## config.mk

```make
export PLATFORM = sky130hd
export DESIGN_NAME = tcm_arbiter_flat
export DESIGN_NICKNAME = d
export VERILOG_FILES = /design/src/rtl/tcm_arb_pkg.sv /design/src/rtl/tcm_arb_if.sv /design/src/rtl/tcm_rsp_slot.sv /design/src/rtl/tcm_arbiter.sv /design/src/flat_wrapper.sv
export SDC_FILE = /design/constraint.sdc
export NUM_CORES = 1
export LEC_CHECK = 0
export ABC_AREA = 0
export CAP_MARGIN = 20
export CORE_AREA = 2 2 116 118
export CTS_CLUSTER_DIAMETER = 120
export DETAILED_ROUTE_END_ITERATION = 10
export DIE_AREA = 0 0 118 120
export PLACE_DENSITY = 0.84
export SYNTH_ARGS = -nofsm -noshare
export SYNTH_HDL_FRONTEND = slang
export SYNTH_SLANG_ARGS = --single-unit
```

## constraint.sdc

```tcl
create_clock -name clk -period 3.7 [get_ports clk]
set_input_delay 1.11 -clock clk [delete_from_list [all_inputs] [get_ports clk]]
set_output_delay 1.11 -clock clk [all_outputs]
set_load 0.05 [all_outputs]
```

## src/rtl/tcm_arb_pkg.sv

```systemverilog
// Shared types and constants for the data-TCM arbiter.
// Struct widths follow TCM_DW; the arbiter's DATA_WIDTH defaults to the same value.
package tcm_arb_pkg;
    localparam int TCM_AW = 32;
    localparam int TCM_DW = 32;
    localparam int M_LSU  = 0;
    localparam int M_LDR  = 1;

    typedef struct packed {
        logic                  we;
        logic [TCM_AW-1:0]     addr;
        logic [TCM_DW-1:0]     wdata;
        logic [TCM_DW/8-1:0]   wstrb;
    } tcm_req_t;

    typedef struct packed {
        logic [TCM_DW-1:0]     rdata;
        logic                  err;
    } tcm_rsp_t;
endpackage

```

## src/rtl/tcm_arb_if.sv

```systemverilog
// Per-master request/response channel into the TCM arbiter.
interface tcm_arb_if import tcm_arb_pkg::*; #(parameter int DATA_WIDTH = TCM_DW);
    logic                    req_valid;
    logic                    req_ready;
    logic                    req_we;
    logic [31:0]             req_addr;
    logic [DATA_WIDTH-1:0]   req_wdata;
    logic [DATA_WIDTH/8-1:0] req_wstrb;
    logic                    rsp_valid;
    logic                    rsp_ready;
    logic [DATA_WIDTH-1:0]   rsp_rdata;
    logic                    rsp_err;

    modport master (output req_valid, req_we, req_addr, req_wdata, req_wstrb, rsp_ready,
                    input  req_ready, rsp_valid, rsp_rdata, rsp_err);
    modport slave  (input  req_valid, req_we, req_addr, req_wdata, req_wstrb, rsp_ready,
                    output req_ready, rsp_valid, rsp_rdata, rsp_err);
endinterface

```

## src/rtl/tcm_rsp_slot.sv

```systemverilog
// Per-master response path: tracks last cycle's grant and parks an unaccepted
// response in a one-entry hold register until the master takes it.
module tcm_rsp_slot import tcm_arb_pkg::*; (
    input  logic              clk,
    input  logic              rst,
    input  logic              grant,
    input  logic              grant_we,
    input  logic              grant_err,
    input  logic [TCM_DW-1:0] ram_rdata,
    input  logic              rsp_ready,
    output logic              rsp_valid,
    output tcm_rsp_t          rsp,
    output logic              eligible
);
    logic     inflight, fl_we, fl_err, hold_vld;
    tcm_rsp_t hold, live;

    always_comb begin
        live.err   = fl_err;
        live.rdata = (fl_we || fl_err) ? '0 : ram_rdata;
    end

    // In-flight and held responses never coexist: a grant needs the slot drained.
    assign rsp_valid = inflight | hold_vld;
    assign rsp       = inflight ? live : (hold_vld ? hold : '0);
    assign eligible  = !rsp_valid || rsp_ready;

    always_ff @(posedge clk) begin
        if (rst) begin
            inflight <= 1'b0;
            fl_we    <= 1'b0;
            fl_err   <= 1'b0;
            hold_vld <= 1'b0;
            hold     <= '0;
        end else begin
            inflight <= grant;
            fl_we    <= grant_we;
            fl_err   <= grant_err;
            if (inflight && !rsp_ready) begin
                hold_vld <= 1'b1;
                hold     <= live;
            end else if (hold_vld && rsp_ready) begin
                hold_vld <= 1'b0;
            end
        end
    end
endmodule

```

## src/rtl/tcm_arbiter.sv

```systemverilog
// Two-master arbiter in front of the single-port DTCM: fixed priority to the LSU,
// with a starvation override that hands the loader one grant after STARVE_LIMIT losses.
module tcm_arbiter import tcm_arb_pkg::*; #(
    parameter int ADDR_WIDTH   = 16,
    parameter int DATA_WIDTH   = TCM_DW,
    parameter int STARVE_LIMIT = 8
) (
    input  logic                    clk,
    input  logic                    rst,
    tcm_arb_if.slave                m0,
    tcm_arb_if.slave                m1,
    output logic                    ram_en,
    output logic                    ram_we,
    output logic [ADDR_WIDTH-3:0]   ram_addr,
    output logic [DATA_WIDTH-1:0]   ram_wdata,
    output logic [DATA_WIDTH/8-1:0] ram_wstrb,
    input  logic [DATA_WIDTH-1:0]   ram_rdata
);
    localparam int CW = $clog2(STARVE_LIMIT + 1);
    localparam logic [CW-1:0] LIM = CW'(STARVE_LIMIT);

    logic [1:0] rq_valid, rsp_ready, rsp_valid, elig, cand, gnt, oor;
    tcm_req_t   rq  [2];
    tcm_rsp_t   rsp [2];
    tcm_req_t   sel;
    logic       sel_oor, hit, ovr;
    logic [CW-1:0] starve_cnt, cnt_nxt;

    assign rq_valid[M_LSU]  = m0.req_valid;
    assign rq_valid[M_LDR]  = m1.req_valid;
    assign rq[M_LSU]        = '{m0.req_we, m0.req_addr, m0.req_wdata, m0.req_wstrb};
    assign rq[M_LDR]        = '{m1.req_we, m1.req_addr, m1.req_wdata, m1.req_wstrb};
    assign rsp_ready[M_LSU] = m0.rsp_ready;
    assign rsp_ready[M_LDR] = m1.rsp_ready;

    for (genvar i = 0; i < 2; i++) begin : g_slot
        assign oor[i] = |rq[i].addr[TCM_AW-1:ADDR_WIDTH];
        tcm_rsp_slot u_slot (
            .clk       (clk),
            .rst       (rst),
            .grant     (gnt[i]),
            .grant_we  (rq[i].we),
            .grant_err (oor[i]),
            .ram_rdata (ram_rdata),
            .rsp_ready (rsp_ready[i]),
            .rsp_valid (rsp_valid[i]),
            .rsp       (rsp[i]),
            .eligible  (elig[i])
        );
    end

    assign cand       = rq_valid & elig & {2{!rst}};
    assign gnt[M_LDR] = cand[M_LDR] & (ovr | !cand[M_LSU]);
    assign gnt[M_LSU] = cand[M_LSU] & !gnt[M_LDR];

    assign m0.req_ready = gnt[M_LSU];
    assign m1.req_ready = gnt[M_LDR];
    assign m0.rsp_valid = rsp_valid[M_LSU];
    assign m1.rsp_valid = rsp_valid[M_LDR];
    assign m0.rsp_rdata = rsp[M_LSU].rdata;
    assign m1.rsp_rdata = rsp[M_LDR].rdata;
    assign m0.rsp_err   = rsp[M_LSU].err;
    assign m1.rsp_err   = rsp[M_LDR].err;

    // Out-of-window grants still take the slot but never touch the SRAM.
    assign sel       = gnt[M_LDR] ? rq[M_LDR] : rq[M_LSU];
    assign sel_oor   = gnt[M_LDR] ? oor[M_LDR] : oor[M_LSU];
    assign hit       = |gnt && !sel_oor;
    assign ram_en    = hit;
    assign ram_we    = hit && sel.we;
    assign ram_addr  = sel.addr[ADDR_WIDTH-1:2];
    assign ram_wdata = sel.wdata;
    assign ram_wstrb = (hit && sel.we) ? sel.wstrb : '0;

    logic unused_addr;
    assign unused_addr = ^{sel.addr[TCM_AW-1:ADDR_WIDTH], sel.addr[1:0]};

    always_comb begin
        cnt_nxt = starve_cnt;
        if (gnt[M_LDR] || !rq_valid[M_LDR])
            cnt_nxt = '0;
        else if (cand[M_LDR] && starve_cnt != LIM)
            cnt_nxt = starve_cnt + 1'b1;
    end

    always_ff @(posedge clk) begin
        if (rst) begin
            starve_cnt <= '0;
            ovr        <= 1'b0;
        end else begin
            starve_cnt <= cnt_nxt;
            if (gnt[M_LDR])
                ovr <= 1'b0;
            else if (cnt_nxt == LIM)
                ovr <= 1'b1;
        end
    end
endmodule

```

## src/flat_wrapper.sv

```systemverilog
// flat-port wrapper written by rule: the top's interface ports become plain ports
module tcm_arbiter_flat import tcm_arb_pkg::*;
#(
    parameter int ADDR_WIDTH   = 16,
    parameter int DATA_WIDTH   = TCM_DW,
    parameter int STARVE_LIMIT = 8
)
  (clk, rst, ram_en, ram_we, ram_addr, ram_wdata, ram_wstrb, ram_rdata, m0_req_valid, m0_req_we, m0_req_addr, m0_req_wdata, m0_req_wstrb, m0_rsp_ready, m0_req_ready, m0_rsp_valid, m0_rsp_rdata, m0_rsp_err, m1_req_valid, m1_req_we, m1_req_addr, m1_req_wdata, m1_req_wstrb, m1_rsp_ready, m1_req_ready, m1_rsp_valid, m1_rsp_rdata, m1_rsp_err);
  tcm_arb_if #(.DATA_WIDTH(DATA_WIDTH)) m0_i ();
  tcm_arb_if #(.DATA_WIDTH(DATA_WIDTH)) m1_i ();
  input  logic clk;
  input  logic rst;
  output logic ram_en;
  output logic ram_we;
  output logic [ADDR_WIDTH-3:0] ram_addr;
  output logic [DATA_WIDTH-1:0] ram_wdata;
  output logic [DATA_WIDTH/8-1:0] ram_wstrb;
  input  logic [DATA_WIDTH-1:0] ram_rdata;
  input wire logic [$bits(m0_i.req_valid)-1:0] m0_req_valid;
  input wire logic [$bits(m0_i.req_we)-1:0] m0_req_we;
  input wire logic [$bits(m0_i.req_addr)-1:0] m0_req_addr;
  input wire logic [$bits(m0_i.req_wdata)-1:0] m0_req_wdata;
  input wire logic [$bits(m0_i.req_wstrb)-1:0] m0_req_wstrb;
  input wire logic [$bits(m0_i.rsp_ready)-1:0] m0_rsp_ready;
  output wire logic [$bits(m0_i.req_ready)-1:0] m0_req_ready;
  output wire logic [$bits(m0_i.rsp_valid)-1:0] m0_rsp_valid;
  output wire logic [$bits(m0_i.rsp_rdata)-1:0] m0_rsp_rdata;
  output wire logic [$bits(m0_i.rsp_err)-1:0] m0_rsp_err;
  input wire logic [$bits(m1_i.req_valid)-1:0] m1_req_valid;
  input wire logic [$bits(m1_i.req_we)-1:0] m1_req_we;
  input wire logic [$bits(m1_i.req_addr)-1:0] m1_req_addr;
  input wire logic [$bits(m1_i.req_wdata)-1:0] m1_req_wdata;
  input wire logic [$bits(m1_i.req_wstrb)-1:0] m1_req_wstrb;
  input wire logic [$bits(m1_i.rsp_ready)-1:0] m1_rsp_ready;
  output wire logic [$bits(m1_i.req_ready)-1:0] m1_req_ready;
  output wire logic [$bits(m1_i.rsp_valid)-1:0] m1_rsp_valid;
  output wire logic [$bits(m1_i.rsp_rdata)-1:0] m1_rsp_rdata;
  output wire logic [$bits(m1_i.rsp_err)-1:0] m1_rsp_err;
  assign m0_i.req_valid = m0_req_valid;
  assign m0_i.req_we = m0_req_we;
  assign m0_i.req_addr = m0_req_addr;
  assign m0_i.req_wdata = m0_req_wdata;
  assign m0_i.req_wstrb = m0_req_wstrb;
  assign m0_i.rsp_ready = m0_rsp_ready;
  assign m0_req_ready = m0_i.req_ready;
  assign m0_rsp_valid = m0_i.rsp_valid;
  assign m0_rsp_rdata = m0_i.rsp_rdata;
  assign m0_rsp_err = m0_i.rsp_err;
  assign m1_i.req_valid = m1_req_valid;
  assign m1_i.req_we = m1_req_we;
  assign m1_i.req_addr = m1_req_addr;
  assign m1_i.req_wdata = m1_req_wdata;
  assign m1_i.req_wstrb = m1_req_wstrb;
  assign m1_i.rsp_ready = m1_rsp_ready;
  assign m1_req_ready = m1_i.req_ready;
  assign m1_rsp_valid = m1_i.rsp_valid;
  assign m1_rsp_rdata = m1_i.rsp_rdata;
  assign m1_rsp_err = m1_i.rsp_err;
  tcm_arbiter #(.ADDR_WIDTH(ADDR_WIDTH), .DATA_WIDTH(DATA_WIDTH), .STARVE_LIMIT(STARVE_LIMIT)) u_core (.clk(clk), .rst(rst), .m0(m0_i), .m1(m1_i), .ram_en(ram_en), .ram_we(ram_we), .ram_addr(ram_addr), .ram_wdata(ram_wdata), .ram_wstrb(ram_wstrb), .ram_rdata(ram_rdata));
endmodule
```

Yosys cells after proc, flatten, opt, wreduce, memory -nomap -nowiden. Index checks and enable logic that the tools add are counted.

Register bits: 79. Word-level logic and storage cells: 66. Output and inout port bits: 122. Input port bits: 176.

Muxes and demuxes: 15. Reductions and logical operators: 27. Add/sub/neg operators: 1. Eq/ne operators: 2. Bitwise gates (word level): 7.

Operators with widths (number): two-way mux 33 bit (4); two-way mux 69 bit (1); two-way mux 32 bit (2); OR reduction 16 bit (2); two-way mux 4 bit (3); logical NOT 1 bit (9); logical AND 1 bit (7); logical OR 1 bit (5); two-way mux 1 bit (5); adder 4 x 1 -> 4 bit, second input constant (1); AND 2 bit (2); == test 4 bit, second input constant (1); != test 4 bit, second input constant (1); nonzero test 2 bit (2); OR reduction 2 bit (2); OR 1 bit (3); AND 1 bit (2).

Depth between registers and ports, before layout. Gate-level depths: netlist of the first run.

Word-level depth: 14. Gate-level depth with buffers: 9. Depth with buffers taken out: 7.

By module. A second synthesis of the first run with hierarchy kept.

Cells, all modules: 526. Area total of the unflattened synthesis: 4604.4 um^2.

By module, submodules not included: tcm_rsp_slot (instances 2, cells an instance 204, area an instance 1730.4 um^2); tcm_arbiter (instances 1, cells an instance 118, area an instance 1143.6 um^2).

Least setup slack after synthesis of the first run. Ideal clock, no wire load.

Kind: input port to output port. From: input m1_rsp_ready. To: output ram_we. Required time: 2.590 ns. Stages: 6. Path slack: -0.785 ns. Data arrival time: 3.375 ns. Cell sequence: o21bai_4 and2_1 buf_4 a21oi_2 o2bb2ai_2 a21boi_1.

Word-level cells in the longest chain between the ends: 9. Elaborated cells on any way between the ends: 12. Classes of those cells: mux (2); bitwise (4); reduce/logical (6).

RTL lines: start: declaration (line flat_wrapper.sv:34) `input wire logic [$bits(m1_i.rsp_ready)-1:0] m1_rsp_ready;`; logical OR 1 bit (line tcm_rsp_slot.sv:26) `assign eligible = !rsp_valid || rsp_ready;`; AND 2 bit (2 in series) (line tcm_arbiter.sv:52) `assign cand = rq_valid & elig & {2{!rst}};`; AND 1 bit (line tcm_arbiter.sv:53) `assign gnt[M_LDR] = cand[M_LDR] & (ovr | !cand[M_LSU]);`; logical NOT 1 bit (line tcm_arbiter.sv:54) `assign gnt[M_LSU] = cand[M_LSU] & !gnt[M_LDR];`; AND 1 bit (line tcm_arbiter.sv:54); net m0_req_ready (line flat_wrapper.sv:25) `output wire logic [$bits(m0_i.req_ready)-1:0] m0_req_ready;`; OR reduction 2 bit (line tcm_arbiter.sv:68) `assign hit = |gnt && !sel_oor;`; logical AND 1 bit (line tcm_arbiter.sv:68); net ram_en (line flat_wrapper.sv:13) `output logic ram_en;`; logical AND 1 bit (line tcm_arbiter.sv:70) `assign ram_we = hit && sel.we;`; end: declaration (line flat_wrapper.sv:14) `output logic ram_we;`.

The timed path passes the listed nets, and every way through them passes these cells.

Worst setup path after layout of the first run.
From: input m1_req_addr[17]. To: output ram_we.

Word-level cells in the longest chain between the ends: 5.

RTL lines: start: declaration (line flat_wrapper.sv:31) `input wire logic [$bits(m1_i.req_addr)-1:0] m1_req_addr;`; OR reduction 16 bit (line tcm_arbiter.sv:37) `assign oor[i] = |rq[i].addr[TCM_AW-1:ADDR_WIDTH];`; two-way mux 1 bit (line tcm_arbiter.sv:67) `assign sel_oor = gnt[M_LDR] ? oor[M_LDR] : oor[M_LSU];`; logical NOT 1 bit (line tcm_arbiter.sv:68); logical AND 1 bit (line tcm_arbiter.sv:68); logical AND 1 bit (line tcm_arbiter.sv:70).

No other way between the ends.

==> summary.md, run 1 <==
| Metric | Value |
|---|---|
| Run status | `finished clean` |
| Violation count after the first detailed-routing iteration | `634` |
| Setup repair after global routing missed its margin | `yes` |
| Setup_tns | `0 ns` |
| Final setup violation count | `0` |
| Area growth from synthesis to final layout | `92.9%` |
| Class of the worst hold path | `register to register` |
| Cells on Worst Hold Path | `2` |
| Via Count | `6381` |
| CTS Root Buffer Type | `sky130_fd_sc_hd__clkbuf_16` |
| Number of antenna violations at the first check in global routing | `1` |
| Crit path setup slack, layout | `0.0489 ns` |
| Post-placement cell count | `1206` |
| Sequential element share of the synthesized area | `33.4%` |
| Routability congestion estimate from global placement | `0.883` |
| GR Overflow Total | `0` |
| Transition time at the pin with the least slew margin | `0.794 ns` |
| Placed wire-length estimate after detailed placement | `14.2 mm` |
| Reg-to-Reg Start | `u_core.g_slot[0].u_slot.inflight` |
| Count of pins over their slew limit | `0` |
| Worst Reg-to-Reg Cells | `5` |
| CTS tree | `done` |
| Length of the first detailed-routing pass in iterations | `5` |
| Kind of cell with the highest combined delay on the critical path | `compound AO/OA/AOI/OAI gates` |
| Post-route clock period utilization | `98.7%` |
| Endpoint of the worst hold path | `u_core.g_slot[1].u_slot.hold[12]` |
| Leakage power summed over all cells | `3.59 nW` |
| Maximum clock path buffer count | `2` |
| Number of global-route vias before repair | `5878` |
| Total power | `2.67 mW` |
| Setup crit start kind | `primary input` |
| Average cell area after synthesis | `6.18 um^2` |
| Via density per instance | `5.15` |
| X dimension of the die | `118 um` |
| Cell area after technology mapping | `4740 um^2` |
| Internal reg-to-reg setup slack | `1.77 ns` |
| Worst-skew pair later-pin latency | `0.33 ns` |
| FF-to-FF End | `u_core.g_slot[0].u_slot.hold[11]` |
| EDFF count, synth | `0` |
| Time the final worst path needs with I/O delays and setup | `3.65 ns` |
| Design area | `9140 um^2` |
| Die outline height | `120 um` |
| Syn_nets | `945` |
| Number of fill cells in the layout | `1002` |
| Flip-flop and latch count after synthesis | `79` |
| Area inside the core boundary | `13000 um^2` |
| Slowest stage cell on the critical path | `sky130_fd_sc_hd__o2bb2ai_4` |
| Instance area at placement | `8560 um^2` |
| Pwr/cell area | `292 nW/um^2` |
| Total buffers and inverters traversed by the critical path | `3` |
| Slew margin rel. | `47.1%` |
| Total clock buffers created by CTS | `9` |
| Clock transition time at the flip-flop clock pins of the worst setup and hold paths | `0.05 ns` |
| Number of placement rows | `42` |
| Gate Count Post-Synth | `767` |
| Number of design rule violations left after detail routing | `0` |
| Main area contributors after synthesis | `sky130_fd_sc_hd__dfxtp_1, sky130_fd_sc_hd__nand2_1, sky130_fd_sc_hd__nand3_1, sky130_fd_sc_hd__a21oi_1, sky130_fd_sc_hd__o21ai_0` |
| Floorplan die area | `14200 um^2` |
| Starting utilization of the core area | `36.5%` |
| Post-synthesis cell type with the largest combined area | `sky130_fd_sc_hd__dfxtp_1` |
| Level count of the clock H-tree | `3` |
| Most used DFF post-synth | `sky130_fd_sc_hd__dfxtp_1` |
| Final worst clock skew | `0.00956 ns` |
| Maximum net fanout on the critical path | `6` |
| Yosys warns | `0` |
| Worst-case vdd ir drop | `0.000233 V` |
| Worst endpoint required time | `2.59 ns` |
| First-pass GRT wire length | `30.9 mm` |
| Data arrival at the endpoint of the critical path | `2.54 ns` |
| Crit path from | `m1_req_addr[17]` |
| Top achievable clock speed | `274 MHz` |
| Total wire length after detailed routing | `20.0 mm` |
| Final cell count without fillers | `1238` |
| Count of buffers inserted at the top-level ports | `293` |
| Hold violation count in the final report | `0` |
| Class of the most critical setup path | `primary input to output pin` |
| Maximum number of pins on one net before global-route repair | `74` |
| Layout net count | `1234` |
| Cells along the critical path | `buf_6, nor4_4, buf_4, nand4_1, o2bb2ai_4, a21boi_4, buf_8` |
| Io pins | `298` |
| Synth cell types | `35` |
| Sinks on the clock net | `79` |
| Max-cap viol count | `0` |
| Worst slack, placed | `-0.456 ns` |
| Slowest cell delay on critical path | `0.30 ns` |
| Global-route total usage across every layer | `27.3%` |
| Synth async-reset ratio | `0%` |
| Launch instance of the worst min-delay path | `u_core.g_slot[1].u_slot.hold[12]` |
| Capturing element type of the critical path | `output pin` |
| Fraction of post-synthesis cell area in the top cell type by area | `33.4%` |
| Average wire per standard cell | `16.1 um` |
| Layout cells sized above 1 | `22.4%` |
| Number of nets still failing antenna checks after routing | `0` |
worst max-delay path by stage:
| stage | to | slack, ns | cells past startpoint |
|---|---|---|---|
| 6_report | ram_we | 0.05 | 7 |
| 5_1_grt | ram_we | -0.02 | 7 |
| 3_3_place_gp | ram_we | -0.44 | 7 |
| 4_1_cts | ram_we | -0.04 | 6 |
| 3_5_place_dp | ram_we | -0.46 | 7 |
| 2_1_floorplan | ram_we | -0.06 | 6 |
flip-flops by register name, summed over array words and instances (netlist names):
| name | cells |
|---|---|
| u_core.g_slot.u_slot.inflight | 2 |
| u_core.starve_cnt | 4 |
| u_core.g_slot.u_slot.fl_we | 2 |
| u_core.g_slot.u_slot.fl_err | 2 |
| u_core.g_slot.u_slot.hold | 66 |
| u_core.g_slot.u_slot.hold_vld | 2 |
| u_core.ovr | 1 |
through the flow:
step	hold WS (ns)	util, %
floorplan	0.436	-
global placement	0.441	66.0
detailed placement	0.447	66.0
CTS	0.454	69.8
global route	0.468	70.4
finish	0.454	70.4
report_power, final:
part           internal [mW]  total [mW]  switching (mW)
clock network          0.558       0.909           0.351
registers              0.867       0.877          0.0102
logic                  0.371       0.881           0.510
synthesized netlist by cell type, types with 2 or more instances:
master and instances:
sky130_fd_sc_hd__clkbuf_1 52, sky130_fd_sc_hd__nand2b_1 3, sky130_fd_sc_hd__nand2_1 282, sky130_fd_sc_hd__buf_6 2, sky130_fd_sc_hd__inv_1 4, sky130_fd_sc_hd__buf_1 3
sky130_fd_sc_hd__nand4_1 2, sky130_fd_sc_hd__ha_1 2, sky130_fd_sc_hd__a21oi_1 69, sky130_fd_sc_hd__nor4_1 8, sky130_fd_sc_hd__nor2b_1 6, sky130_fd_sc_hd__or2_2 2
sky130_fd_sc_hd__o21ai_0 69, sky130_fd_sc_hd__nand3b_1 2, sky130_fd_sc_hd__dfxtp_1 79, sky130_fd_sc_hd__xnor2_1 2, sky130_fd_sc_hd__nand3_1 137, sky130_fd_sc_hd__buf_2 11
sky130_fd_sc_hd__nor2_1 12, sky130_fd_sc_hd__a21boi_1 5
kinds of logic after synthesis:
family,share of synthesized area [%]
xor+xnor,0.370
flops,33.4
simple gates,41.4
mux,0.211
compound gates,17.5
buf+inv,6.60
fa+ha+maj,0.528
tightest hold or removal path, stage by stage, from the launching register on:
cell and delay (ns):
sky130_fd_sc_hd__dfxtp_1 0.31, sky130_fd_sc_hd__nand2_1 0.05, sky130_fd_sc_hd__a21oi_1 0.05
metal layers:
metal	wire, um	part of all wire (%)	vias to the layer above	global-route usage (%)
li1	-	-	3149	-
met1	7720	39	2887	32.1
met2	9880	49	300	46.5
met3	1640	8.2	45	8.22
met4	729	3.7	0	10.8
met5	0	0	-	0
area by class of cell:
class                           instances  area, um^2  area share, %
Timing Repair Buffer                  346        3960           43.3
Inverter                                5        23.8          0.260
Multi-Input combinational cell        614        3040           33.3
Antenna cell                            1        2.50         0.0274
Clock buffer                           11         253           2.76
Tap cell                              176         220           2.41
Sequential cell                        79        1580           17.3
Timing Repair inverter                  1        3.75         0.0411
Clock inverter                          5        56.3          0.616
placed cells by master (no fill, tap or decap), types with 10 or more instances in the layout:
cell type / count
sky130_fd_sc_hd__nand2_1: 280
sky130_fd_sc_hd__nand3_1: 137
sky130_fd_sc_hd__clkdlybuf4s50_1: 136
sky130_fd_sc_hd__buf_4: 82
sky130_fd_sc_hd__dfxtp_1: 77
sky130_fd_sc_hd__buf_12: 71
sky130_fd_sc_hd__o21ai_0: 69
sky130_fd_sc_hd__a21oi_1: 69
sky130_fd_sc_hd__buf_6: 18
sky130_fd_sc_hd__dlygate4sd2_1: 12
sky130_fd_sc_hd__nor2_1: 10
sky130_fd_sc_hd__clkbuf_2: 10
timing repair:
action | CTS | global route
pin swaps | 14 | 16
gates cloned | 2 | 0
hold buffers | 0 | 0
resized for setup | 65 | 50
setup endpoints to repair | 53 | 41
setup buffers | 9 | 5
(Power assumes the default switching activity.)
==> run 2: changes to the inputs <==
--- a/config.mk
+++ b/config.mk
@@ -6,12 +6,12 @@
 export NUM_CORES = 1
 export LEC_CHECK = 0
 export ABC_AREA = 0
-export CAP_MARGIN = 20
-export CORE_AREA = 2 2 116 118
+export CORE_AREA = 2 2 114 116
 export CTS_CLUSTER_DIAMETER = 120
 export DETAILED_ROUTE_END_ITERATION = 10
-export DIE_AREA = 0 0 118 120
-export PLACE_DENSITY = 0.84
+export DIE_AREA = 0 0 116 118
+export DONT_BUFFER_PORTS = 1
+export PLACE_DENSITY = 0.55
 export SYNTH_ARGS = -nofsm -noshare
 export SYNTH_HDL_FRONTEND = slang
 export SYNTH_SLANG_ARGS = --single-unit
==> summary.md, run 2 (synthesis gave the netlist of run 1 again) <==
| Metric | Value |
|---|---|
| Class of the most critical setup path | `primary input to output pin` |
| Clock share of power | `34.5%` |
| Time the final worst path needs with I/O delays and setup | `3.58 ns` |
| Via Count | `5645` |
| Slew margin rel. | `54.8%` |
| Top achievable clock speed | `279 MHz` |
| Class of the worst hold path | `register to register` |
| CTS tree | `done` |
| Registers with the highest flip-flop counts | `u_core.g_slot.u_slot.hold (66), u_core.starve_cnt (4)` |
| Floorplan die area | `13700 um^2` |
| Count of buffers inserted at the top-level ports | `0` |
| Placed wire-length estimate after detailed placement | `13.8 mm` |
| Total clock buffers created by CTS | `9` |
| Clock transition time at the flip-flop clock pins of the worst setup and hold paths | `0.05 ns` |
| Core Util, Final | `52.3%` |
| Sinks on the clock net | `79` |
| Number of nets still failing antenna checks after routing | `0` |
| Data arrival at the endpoint of the critical path | `2.47 ns` |
| NetSw | `0.777 mW` |
| Fraction of met2 tracks used by global routing | `41.1%` |
| Count of pins over their slew limit | `0` |
| Length of the first detailed-routing pass in iterations | `5` |
| Area growth from synthesis to final layout | `36.9%` |
| Combinational group share of total power | `28.0%` |
| Number of global-route vias before repair | `5035` |
| GR Overflow Total | `0` |
| Global-route total usage across every layer | `26.9%` |
| Final setup violation count | `0` |
| Violation count after the first detailed-routing iteration | `670` |
| Setup repair after global routing missed its margin | `no` |
| Busiest layer in global routing | `met2` |
| Area inside the core boundary | `12400 um^2` |
| Total wire length after detailed routing | `19.0 mm` |
| Global routing met3 resource utilization | `7.31%` |
| X dimension of the die | `116 um` |
| Count of hold-fix buffers inserted at cts | `0` |
| Gates resized, CTS repair | `0` |
| Internal power | `1.56 mW` |
| Worst-case vdd ir drop | `0.000169 V` |
| Maximum clock path buffer count | `2` |
| Register with the most flip-flops | `u_core.g_slot.u_slot.hold` |
| Die outline height | `118 um` |
| Average wire per standard cell | `18.6 um` |
| Final worst clock skew | `0.00505 ns` |
| Maximum net fanout on the critical path | `27` |
| Starting utilization of the core area | `38.2%` |
| Number of buffers added for setup after CTS | `0` |
| Slowest cell delay on critical path | `0.26 ns` |
| Leakage power summed over all cells | `2.53 nW` |
| Capturing element type of the critical path | `output pin` |
| Cells along the critical path | `nor2b_1, and2_4, o21ai_4, inv_4, buf_12, nand2_1, nand2_1, buf_12` |
| Max-cap viol count | `0` |
| CTS Root Buffer Type | `sky130_fd_sc_hd__clkbuf_16` |
| Io pins | `298` |
| Most frequent standard cell in the layout excluding fill and tap cells | `sky130_fd_sc_hd__nand2_1` |
| Number of antenna violations at the first check in global routing | `1` |
| Net Sw Frac | `33.3%` |
| Maximum number of pins on one net before global-route repair | `76` |
| Post-route clock period utilization | `96.8%` |
| Transition time at the pin with the least slew margin | `0.678 ns` |
| Via density per instance | `5.51` |
| Layout net count | `1026` |
| Run status | `finished clean` |
| Number of placement rows | `41` |
| Worst-case hold slack | `0.448 ns` |
| Proportion of power drawn by flip-flops and latches | `37.5%` |
| Hold violation count in the final report | `0` |
| Pwr/cell area | `360 nW/um^2` |
| Worst-skew pair later-pin latency | `0.33 ns` |
| Level count of the clock H-tree | `3` |
| Max FFs per register | `66` |
| Slowest stage cell on the critical path | `sky130_fd_sc_hd__and2_4` |
| Layout cells sized above 1 | `20.2%` |
| Worst endpoint required time | `2.59 ns` |
| Number of design rule violations left after detail routing | `0` |
| First-pass GRT wire length | `28.4 mm` |
| Routability congestion estimate from global placement | `0.950` |
| Setup crit start kind | `primary input` |
| Most used cells in the layout excluding fill and tap cells | `sky130_fd_sc_hd__nand2_1, sky130_fd_sc_hd__nand3_1, sky130_fd_sc_hd__buf_4, sky130_fd_sc_hd__dfxtp_1, sky130_fd_sc_hd__a21oi_1` |
| GR Layer Usage met1 | `37.3%` |
run 2: cell count changes in the layout (fill, tap and decap cells not counted), moves of 3 or more:
cell and change:
sky130_fd_sc_hd__buf_4 +24, sky130_fd_sc_hd__clkdlybuf4s50_1 -136, sky130_fd_sc_hd__clkbuf_2 -10, sky130_fd_sc_hd__buf_6 -18, sky130_fd_sc_hd__buf_12 -38, sky130_fd_sc_hd__buf_8 -5, sky130_fd_sc_hd__dlymetal6s2s_1 -7, sky130_fd_sc_hd__nor4_2 -6
sky130_fd_sc_hd__o21ai_1 +66, sky130_fd_sc_hd__clkdlybuf4s15_1 -3, sky130_fd_sc_hd__dlygate4sd2_1 -12, sky130_fd_sc_hd__o21ai_0 -66, sky130_fd_sc_hd__nor4_1 +8
run 2: power groups by stage:
stage	clock (mW)	sequential, mW	combinational (mW)
after floorplan	0	0.892	0.421
after global placement	0	0.894	0.650
after detailed placement	0	0.895	0.655
after CTS	0.821	0.876	0.655
after global routing	0.866	0.878	0.685
final	0.806	0.877	0.654
run 2: path summary, 6_finish.rpt:
path	startpoint	to	cells past startpoint	slack, ns
max	m1_req_valid	ram_addr[0]	8	0.12
min	u_core.g_slot[0].u_slot.hold[5]	u_core.g_slot[0].u_slot.hold[5]	2	0.45
max reg2reg	u_core.g_slot[1].u_slot.inflight	u_core.g_slot[1].u_slot.hold[24]	5	1.80
min reg2reg	u_core.g_slot[0].u_slot.hold[5]	u_core.g_slot[0].u_slot.hold[5]	2	0.45
run 2: metrics by stage:
stage          setup slack [ns]  instances  total power [mW]  setup TNS (ns)  cell area (um^2)
6_report                  0.117       1024              2.34               0              6490
5_1_grt                  0.0240       1023              2.43               0              6490
4_1_cts                   0.109       1023              2.35               0              6490
3_5_place_dp              0.118       1009              1.55               0              6220
3_3_place_gp              0.155       1009              1.54               0              6220
2_1_floorplan           -0.0632        767              1.31          -0.316              4820
run 2: metal layers:
| layer | vias to the layer above | routed length (um) |
|---|---|---|
| li1 | 2726 | - |
| met1 | 2626 | 8110 |
| met2 | 275 | 8800 |
| met3 | 18 | 1870 |
| met4 | 0 | 275 |
| met5 | - | 0 |
run 2: final cells by class:
class / count / area (um^2)
multi-input cells: 614 / 2940
inverters: 5 / 21.3
repair buffers: 139 / 1460
clock buffers: 13 / 260
fillers: 1276 / 5930
flip-flops and latches: 79 / 1580
clock inverters: 1 / 5.00
diodes: 1 / 2.50
well taps: 172 / 215
run 2: worst max-delay path: cells and delay by family:
family	cells	cell delay (ns)
buf+inv	3	0.47
compound gates	1	0.11
simple gates	4	0.75
==> run 3: changes to the inputs <==
--- a/config.mk
+++ b/config.mk
@@ -15,3 +15,4 @@
 export SYNTH_ARGS = -nofsm -noshare
 export SYNTH_HDL_FRONTEND = slang
 export SYNTH_SLANG_ARGS = --single-unit
+export TNS_END_PERCENT = 5
==> results of run 3 <==
Final layout, timing and power as in run 2 (identical DEF).
